<file path="src/rtl/wm_bit_extract.sv">
// wm_bit_extract: recovers watermark bits from a two-pixel-per-clock RGB
// stream. Bit BIT_POS of each blue channel is packed MSB-first into bytes,
// buffered in a FIFO and offered on a valid/ready byte port.
// Optional feature macro: WM_CHECKSUM_EN appends an XOR checksum byte after
// the flush.
//
// Handshake: a byte transfers on a rising HCLK edge where BYTE_VALID and
// BYTE_READY are both high; BYTE_DATA is held while BYTE_VALID=1 and
// BYTE_READY=0; BYTE_READY while the FIFO is empty has no effect.
module wm_bit_extract #(
    parameter int FIFO_DEPTH = 16,
    parameter int BIT_POS    = 0,
    parameter int CNT_W      = 16
) (
    input  logic             HCLK,
    input  logic             HRESETn,
    input  logic             HSYNC,
    input  logic [7:0]       DATA_R0,
    input  logic [7:0]       DATA_G0,
    input  logic [7:0]       DATA_B0,
    input  logic [7:0]       DATA_R1,
    input  logic [7:0]       DATA_G1,
    input  logic [7:0]       DATA_B1,
    input  logic             CTRL_DONE,
    output logic [7:0]       BYTE_DATA,
    output logic             BYTE_VALID,
    input  logic             BYTE_READY,
    output logic [CNT_W-1:0] BYTE_COUNT,
    output logic             OVERFLOW,
    output logic             FRAME_DONE,
    output logic [2:0]       DBG_STATE
);

    localparam int AW = $clog2(FIFO_DEPTH);

    typedef enum logic [2:0] {
        S_IDLE    = 3'd0,
        S_COLLECT = 3'd1,
        S_FLUSH   = 3'd2,
`ifdef WM_CHECKSUM_EN
        S_CKSUM   = 3'd3,
`endif
        S_DONE    = 3'd4
    } state_t;

    state_t           state_q, state_d;
    logic [7:0]       sr_q, sr_d;
    logic [2:0]       cnt_q, cnt_d;
    logic [AW:0]      wr_ptr_q, wr_ptr_d;
    logic [AW:0]      rd_ptr_q, rd_ptr_d;
    logic [7:0]       mem_q [FIFO_DEPTH];
    logic [7:0]       mem_d [FIFO_DEPTH];
    logic [CNT_W-1:0] byte_count_q, byte_count_d;
    logic             overflow_q, overflow_d;
    logic             frame_done_q, frame_done_d;
`ifdef WM_CHECKSUM_EN
    logic [7:0]       cksum_q, cksum_d;
`endif

    logic       bit0, bit1;
    logic       wr_req;
    logic [7:0] wr_data;
    logic [3:0] pad_shamt;
    logic       fifo_empty, fifo_full, pop, push;
    logic       unused_inputs;

    // Red/green and the other blue bits only travel with the stream.
    assign unused_inputs = ^{DATA_R0, DATA_G0, DATA_R1, DATA_G1, DATA_B0, DATA_B1};

    assign bit0      = DATA_B0[BIT_POS];
    assign bit1      = DATA_B1[BIT_POS];
    assign pad_shamt = 4'd8 - {1'b0, cnt_q};

    assign fifo_empty = (wr_ptr_q == rd_ptr_q);
    assign fifo_full  = (wr_ptr_q[AW] != rd_ptr_q[AW]) &&
                        (wr_ptr_q[AW-1:0] == rd_ptr_q[AW-1:0]);
    assign pop        = !fifo_empty && BYTE_READY;
    // A pop in the same cycle frees the slot, so a full FIFO still accepts.
    assign push       = wr_req && (!fifo_full || pop);

    // Frame FSM: bit collection, flush of the partial byte, optional checksum.
    always_comb begin
        state_d = state_q;
        sr_d    = sr_q;
        cnt_d   = cnt_q;
        wr_req  = 1'b0;
        wr_data = 8'h00;
        case (state_q)
            S_IDLE, S_COLLECT: begin
                if (HSYNC) begin
                    if (cnt_q == 3'd6) begin
                        wr_req  = 1'b1;
                        wr_data = {sr_q[5:0], bit0, bit1};
                        sr_d    = 8'h00;
                        cnt_d   = 3'd0;
                    end else begin
                        sr_d  = {sr_q[5:0], bit0, bit1};
                        cnt_d = cnt_q + 3'd2;
                    end
                    state_d = S_COLLECT;
                end
                // Same-cycle bits are captured above before moving to flush.
                if (CTRL_DONE) begin
                    state_d = S_FLUSH;
                end
            end
            S_FLUSH: begin
                if (cnt_q != 3'd0) begin
                    wr_req  = 1'b1;
                    wr_data = sr_q << pad_shamt;
                end
                sr_d  = 8'h00;
                cnt_d = 3'd0;
`ifdef WM_CHECKSUM_EN
                state_d = S_CKSUM;
`else
                state_d = S_DONE;
`endif
            end
`ifdef WM_CHECKSUM_EN
            S_CKSUM: begin
                wr_req  = 1'b1;
                wr_data = cksum_q;
                state_d = S_DONE;
            end
`endif
            S_DONE: begin
                state_d = S_DONE;
            end
            default: begin
                state_d = S_IDLE;
            end
        endcase
    end

    // FIFO pointers, storage, byte counter and status flags.
    always_comb begin
        wr_ptr_d     = wr_ptr_q;
        rd_ptr_d     = rd_ptr_q;
        mem_d        = mem_q;
        byte_count_d = byte_count_q;
        overflow_d   = overflow_q;
        frame_done_d = frame_done_q;
        if (push) begin
            mem_d[wr_ptr_q[AW-1:0]] = wr_data;
            wr_ptr_d                = wr_ptr_q + 1'b1;
            byte_count_d            = byte_count_q + {{(CNT_W-1){1'b0}}, 1'b1};
        end
        if (pop) begin
            rd_ptr_d = rd_ptr_q + 1'b1;
        end
        if (wr_req && fifo_full && !pop) begin
            overflow_d = 1'b1;
        end
        if (state_q == S_DONE && fifo_empty) begin
            frame_done_d = 1'b1;
        end
    end

`ifdef WM_CHECKSUM_EN
    // Running XOR over every byte that actually entered the FIFO.
    always_comb begin
        cksum_d = cksum_q;
        if (push) begin
            cksum_d = cksum_q ^ wr_data;
        end
    end
`endif

    // State registers, cleared asynchronously.
    always_ff @(posedge HCLK or negedge HRESETn) begin
        if (!HRESETn) begin
            state_q      <= S_IDLE;
            sr_q         <= 8'h00;
            cnt_q        <= 3'd0;
            wr_ptr_q     <= '0;
            rd_ptr_q     <= '0;
            byte_count_q <= '0;
            overflow_q   <= 1'b0;
            frame_done_q <= 1'b0;
            for (int i = 0; i < FIFO_DEPTH; i++) begin
                mem_q[i] <= 8'h00;
            end
`ifdef WM_CHECKSUM_EN
            cksum_q      <= 8'h00;
`endif
        end else begin
            state_q      <= state_d;
            sr_q         <= sr_d;
            cnt_q        <= cnt_d;
            wr_ptr_q     <= wr_ptr_d;
            rd_ptr_q     <= rd_ptr_d;
            byte_count_q <= byte_count_d;
            overflow_q   <= overflow_d;
            frame_done_q <= frame_done_d;
            mem_q        <= mem_d;
`ifdef WM_CHECKSUM_EN
            cksum_q      <= cksum_d;
`endif
        end
    end

    assign BYTE_VALID = !fifo_empty;
    assign BYTE_DATA  = fifo_empty ? 8'h00 : mem_q[rd_ptr_q[AW-1:0]];
    assign BYTE_COUNT = byte_count_q;
    assign OVERFLOW   = overflow_q;
    assign FRAME_DONE = frame_done_q;
    assign DBG_STATE  = state_q;

endmodule

</file>
<file path="config.mk">
export PLATFORM = sky130hd
export DESIGN_NAME = wm_bit_extract
export DESIGN_NICKNAME = d
export VERILOG_FILES = /design/src/rtl/wm_bit_extract.sv
export SDC_FILE = /design/constraint.sdc
export NUM_CORES = 1
export LEC_CHECK = 0
export BUFFER_PORTS_ARGS = -buffer_cell sky130_fd_sc_hd__buf_4
export CAP_MARGIN = 15
export CORE_MARGIN = 2
export CORE_UTILIZATION = 55
export CTS_BUF_LIST = sky130_fd_sc_hd__clkbuf_8
export CTS_CLUSTER_SIZE = 28
export DETAILED_ROUTE_END_ITERATION = 8
export GPL_TIMING_DRIVEN = 1
export PLACE_DENSITY = 0.78
export SYNTH_ARGS = -nofsm -noshare
export SYNTH_HDL_FRONTEND = slang
export SYNTH_SLANG_ARGS = --single-unit
</file>
<file path="constraint.sdc">
create_clock -name HCLK -period 2.6 [get_ports HCLK]
set_clock_uncertainty 0.15 [all_clocks]
set_input_delay 0.26 -clock HCLK [delete_from_list [all_inputs] [get_ports HCLK]]
set_output_delay 0.26 -clock HCLK [all_outputs]
set_load 0.005 [all_outputs]
</file>
==> results.toml <==
[sta]
hold_viol = 0
finalCritPeriodShare = 1.00
slew_headroom = 0.446
slew_violations = 0
min_period_ns = 2.60
worst_pin_slew_ns = 0.829
rsz0062_at_grt = "true"
fmax_mhz = 384
worst_slack_ns = -0.00450
holdWs_ns = 0.0674
setup_violations = 1

[detailed_routing]
remaining_drc_errors = 0
wl_um = 18200
wire_per_inst_um = 21.6
viasPerCell = 6.10
ant_nets = 0
drt_iter0_markers = 299
first_pass_iters = 4
vias = 5137

[worst_setup_path]
arrival_ns = 2.19
cp_max_fo = 5
critPathSlowestCell = "mux4_2"
critPathMaxStageDelay_ns = 0.54
cp.depth = 6
r2r-start = "cnt_q[1]"
endpoint_kind = "output port"
crit_type = "reg2out"
cpMostUsedCell = "buf_4"
cp-start-kind = "flop"
crit_chain = "buf_4, buf_16, mux4_2, a22oi_2, a21oi_1, buf_4"
startpoint = "rd_ptr_q[0]"
cp.required_ns = 2.19
rr_worst_depth = 8
cp_top_family = "multiplexers"
cp.buffers_inverters = 3

[synth]
avgSynthCellArea_sq_um = 14.2
synth_cells = 565
synth_xor_area_frac = 0.0326
synth_compound_area_frac = 0.0492
synth_top_family_by_area = "multiplexers"
synth_edf_count = 0
async_flop_share = 1.00
synth_ff_type = "dfrtp_1"
synth_seq_cells = 169
yosys_warnings = 0
muxShareOfSynthArea = 0.279
syn-cell-area_sq_um = 8030
synth-adder-area-share = 0.0156
synth_nets = 628
synth_cell_types = 45
yosysSeqAreaShare = 0.527
yosys.area_share.simple = 0.0706

[status]
outcome = "complete, but fails checks"
violations = "setup timing"

[layout]
final_util = 0.665
area_delta_synth_final_pct = 19.4
fin_nets = 708
drive_above_1_share = 0.505
layout_common_cells = "dfrtp_1 (168), mux2_2 (129), buf_4 (75)"
fill_cells = 992
diodes = 0
final_cells = 842
layout_commonest_cell = "dfrtp_1"

[clock_tree]
ctsHtreeMaxLevel = 4
cts_tree = "built"
numCtsBuffers = 17
path_clk_slew_ns = 0.08
clock_sinks = 169
clock_latency_ns = 0.46
clockBufferDepth = 2
cts.root.buffer_cell = "clkbuf_8"

[place]
dpl.hpwl_um = 11900
globalplace.congestion = 0.788
io_buffers = 36
dp_cells = 790

[global_route]
grt_pass1_vias = 5454
antenna_found_initial = 0
grtUsageTotal = 0.243
grt_pass1_wl_um = 29200
overflow = 0
grt_max_degree = 68

[die]
die_w_um = 125
fp.dieArea_sq_um = 15600
core-area_sq_um = 14400
boundaryPins = 83
start_util = 0.557
die_h_um = 125
placementRows = 44

[worst_hold_path]
holdPathStages = 3
hold_path.class = "in2reg"
hold_start = "BYTE_READY"

[power]
p_int_mw = 5.45
clkPwrFrac = 0.246
ir_drop_mv = 0.544
power_density_nw_per_um2 = 859
comb_power_share = 0.358
leakage_nw = 4.56
power.net_switching_mw = 2.78
p_sw_frac = 0.338
seqPwrFrac = 0.396

[run]
drv_cap = 0
## cell usage after synthesis, types with 2 or more instances
cell type / n / area [sq um]
xor2_1: 11 / 96.3
xnor2_1: 17 / 149
nor2_2: 4 / 25.0
mux2i_1: 2 / 20.0
nor3b_1: 2 / 15.0
nand2_1: 16 / 60.1
a21oi_1: 9 / 45.0
and3_1: 10 / 62.6
a22o_1: 16 / 140
o22ai_1: 3 / 18.8
nor4_2: 3 / 37.5
a22oi_1: 16 / 120
nor3_4: 4 / 65.1
o21ai_0: 2 / 10.0
o21a_1: 2 / 15.0
a31o_2: 2 / 17.5
nor2b_1: 3 / 18.8
mux4_2: 34 / 766
inv_1: 8 / 30.0
mux2_2: 129 / 1450
ha_1: 10 / 125
buf_1: 2 / 7.51
nand4_1: 8 / 50.1
buf_2: 18 / 90.1
or2_2: 3 / 18.8
nand3_1: 10 / 50.1
dfrtp_1: 169 / 4230
clkbuf_1: 15 / 56.3
buf_6: 2 / 22.5
nor2_1: 20 / 75.1
## flip-flops by register name, summed over array words and instances, names as in the netlist
| signal | cells |
|---|---|
| DBG_STATE | 3 |
| FRAME_DONE | 1 |
| BYTE_COUNT | 16 |
| wr_ptr_q | 5 |
| cnt_q | 2 |
| mem_q | 128 |
| rd_ptr_q | 5 |
| OVERFLOW | 1 |
| sr_q | 8 |
## worst min-delay path, cell delays in order
cell,delay [ns]
buf_4,0.13
o21ai_0,0.15
xnor2_1,0.09
## power by group through the flow
stage / combinational [mW] / clock (mW) / sequential (mW)
after floorplan: 1.71 / 0 / 3.19
after global placement: 2.38 / 0 / 3.27
after detailed placement: 2.46 / 0 / 3.30
after CTS: 2.92 / 2.07 / 3.25
after global routing: 3.15 / 2.17 / 3.30
final: 2.95 / 2.03 / 3.26
## final timing paths
kind | to | slack, ns
setup reg to reg | BYTE_COUNT[12] | 0.13
hold reg to reg | BYTE_COUNT[15] | 0.33
setup / recovery | BYTE_DATA[6] | -0.005
min in group asynchronous | mem_q[104] | 0.22
max in group asynchronous | mem_q[73] | 1.31
hold / removal | rd_ptr_q[0] | 0.07
## kinds of logic (layout without fill, tap and decap cells)
family | count (synthesis) | after routing
and+or+nand+nor | 93 | 93
adders and majority gates | 10 | 10
AOI/OAI and AO/OA | 53 | 53
xor gates and xnor gates | 29 | 29
DFF | 169 | 169
muxes | 165 | 165
buffers and inverters | 46 | 139
## per-stage QoR
step                setup WS [ns]  power [mW]  area [sq um]  setup TNS [ns]
floorplan                  0.0646        4.90          8030               0
global placement           0.0983        5.65          8770               0
detailed placement       -0.00288        5.77          8770        -0.00288
CTS                       -0.0324        8.24          9550          -0.126
global route              -0.0841        8.63          9590          -0.427
finish                   -0.00450        8.23          9590        -0.00450
## timing repair
item,4_1_cts,5_1_grt
gates resized for setup,24,12
endpoints found under the hold margin,69,0
hold buffers,6,0
setup buffers,11,2
endpoints found under the setup margin,12,131
cloned,2,0
pin swaps,9,8
## layer usage
layer / part of all wire / global-route usage / wire length [um] / up-vias
met5: 0 / 0 / 0 / -
met4: 0.024 / 0.101 / 433 / 0
met3: 0.039 / 0.0503 / 711 / 29
met2: 0.50 / 0.404 / 9160 / 126
met1: 0.43 / 0.315 / 7920 / 2743
li1: - / - / - / 2239
## final cells by class
cell class                 instances  area, sq um  share of cell area
inverter                           8         30.0             0.00313
timing repair buffer              99          963               0.100
clock inverter                    13          176              0.0184
clock buffer                      19          262              0.0273
tap                              184          230              0.0240
multi-input combinational        350         3700               0.385
sequential                       169         4230               0.441
(Power assumes the default switching activity.)
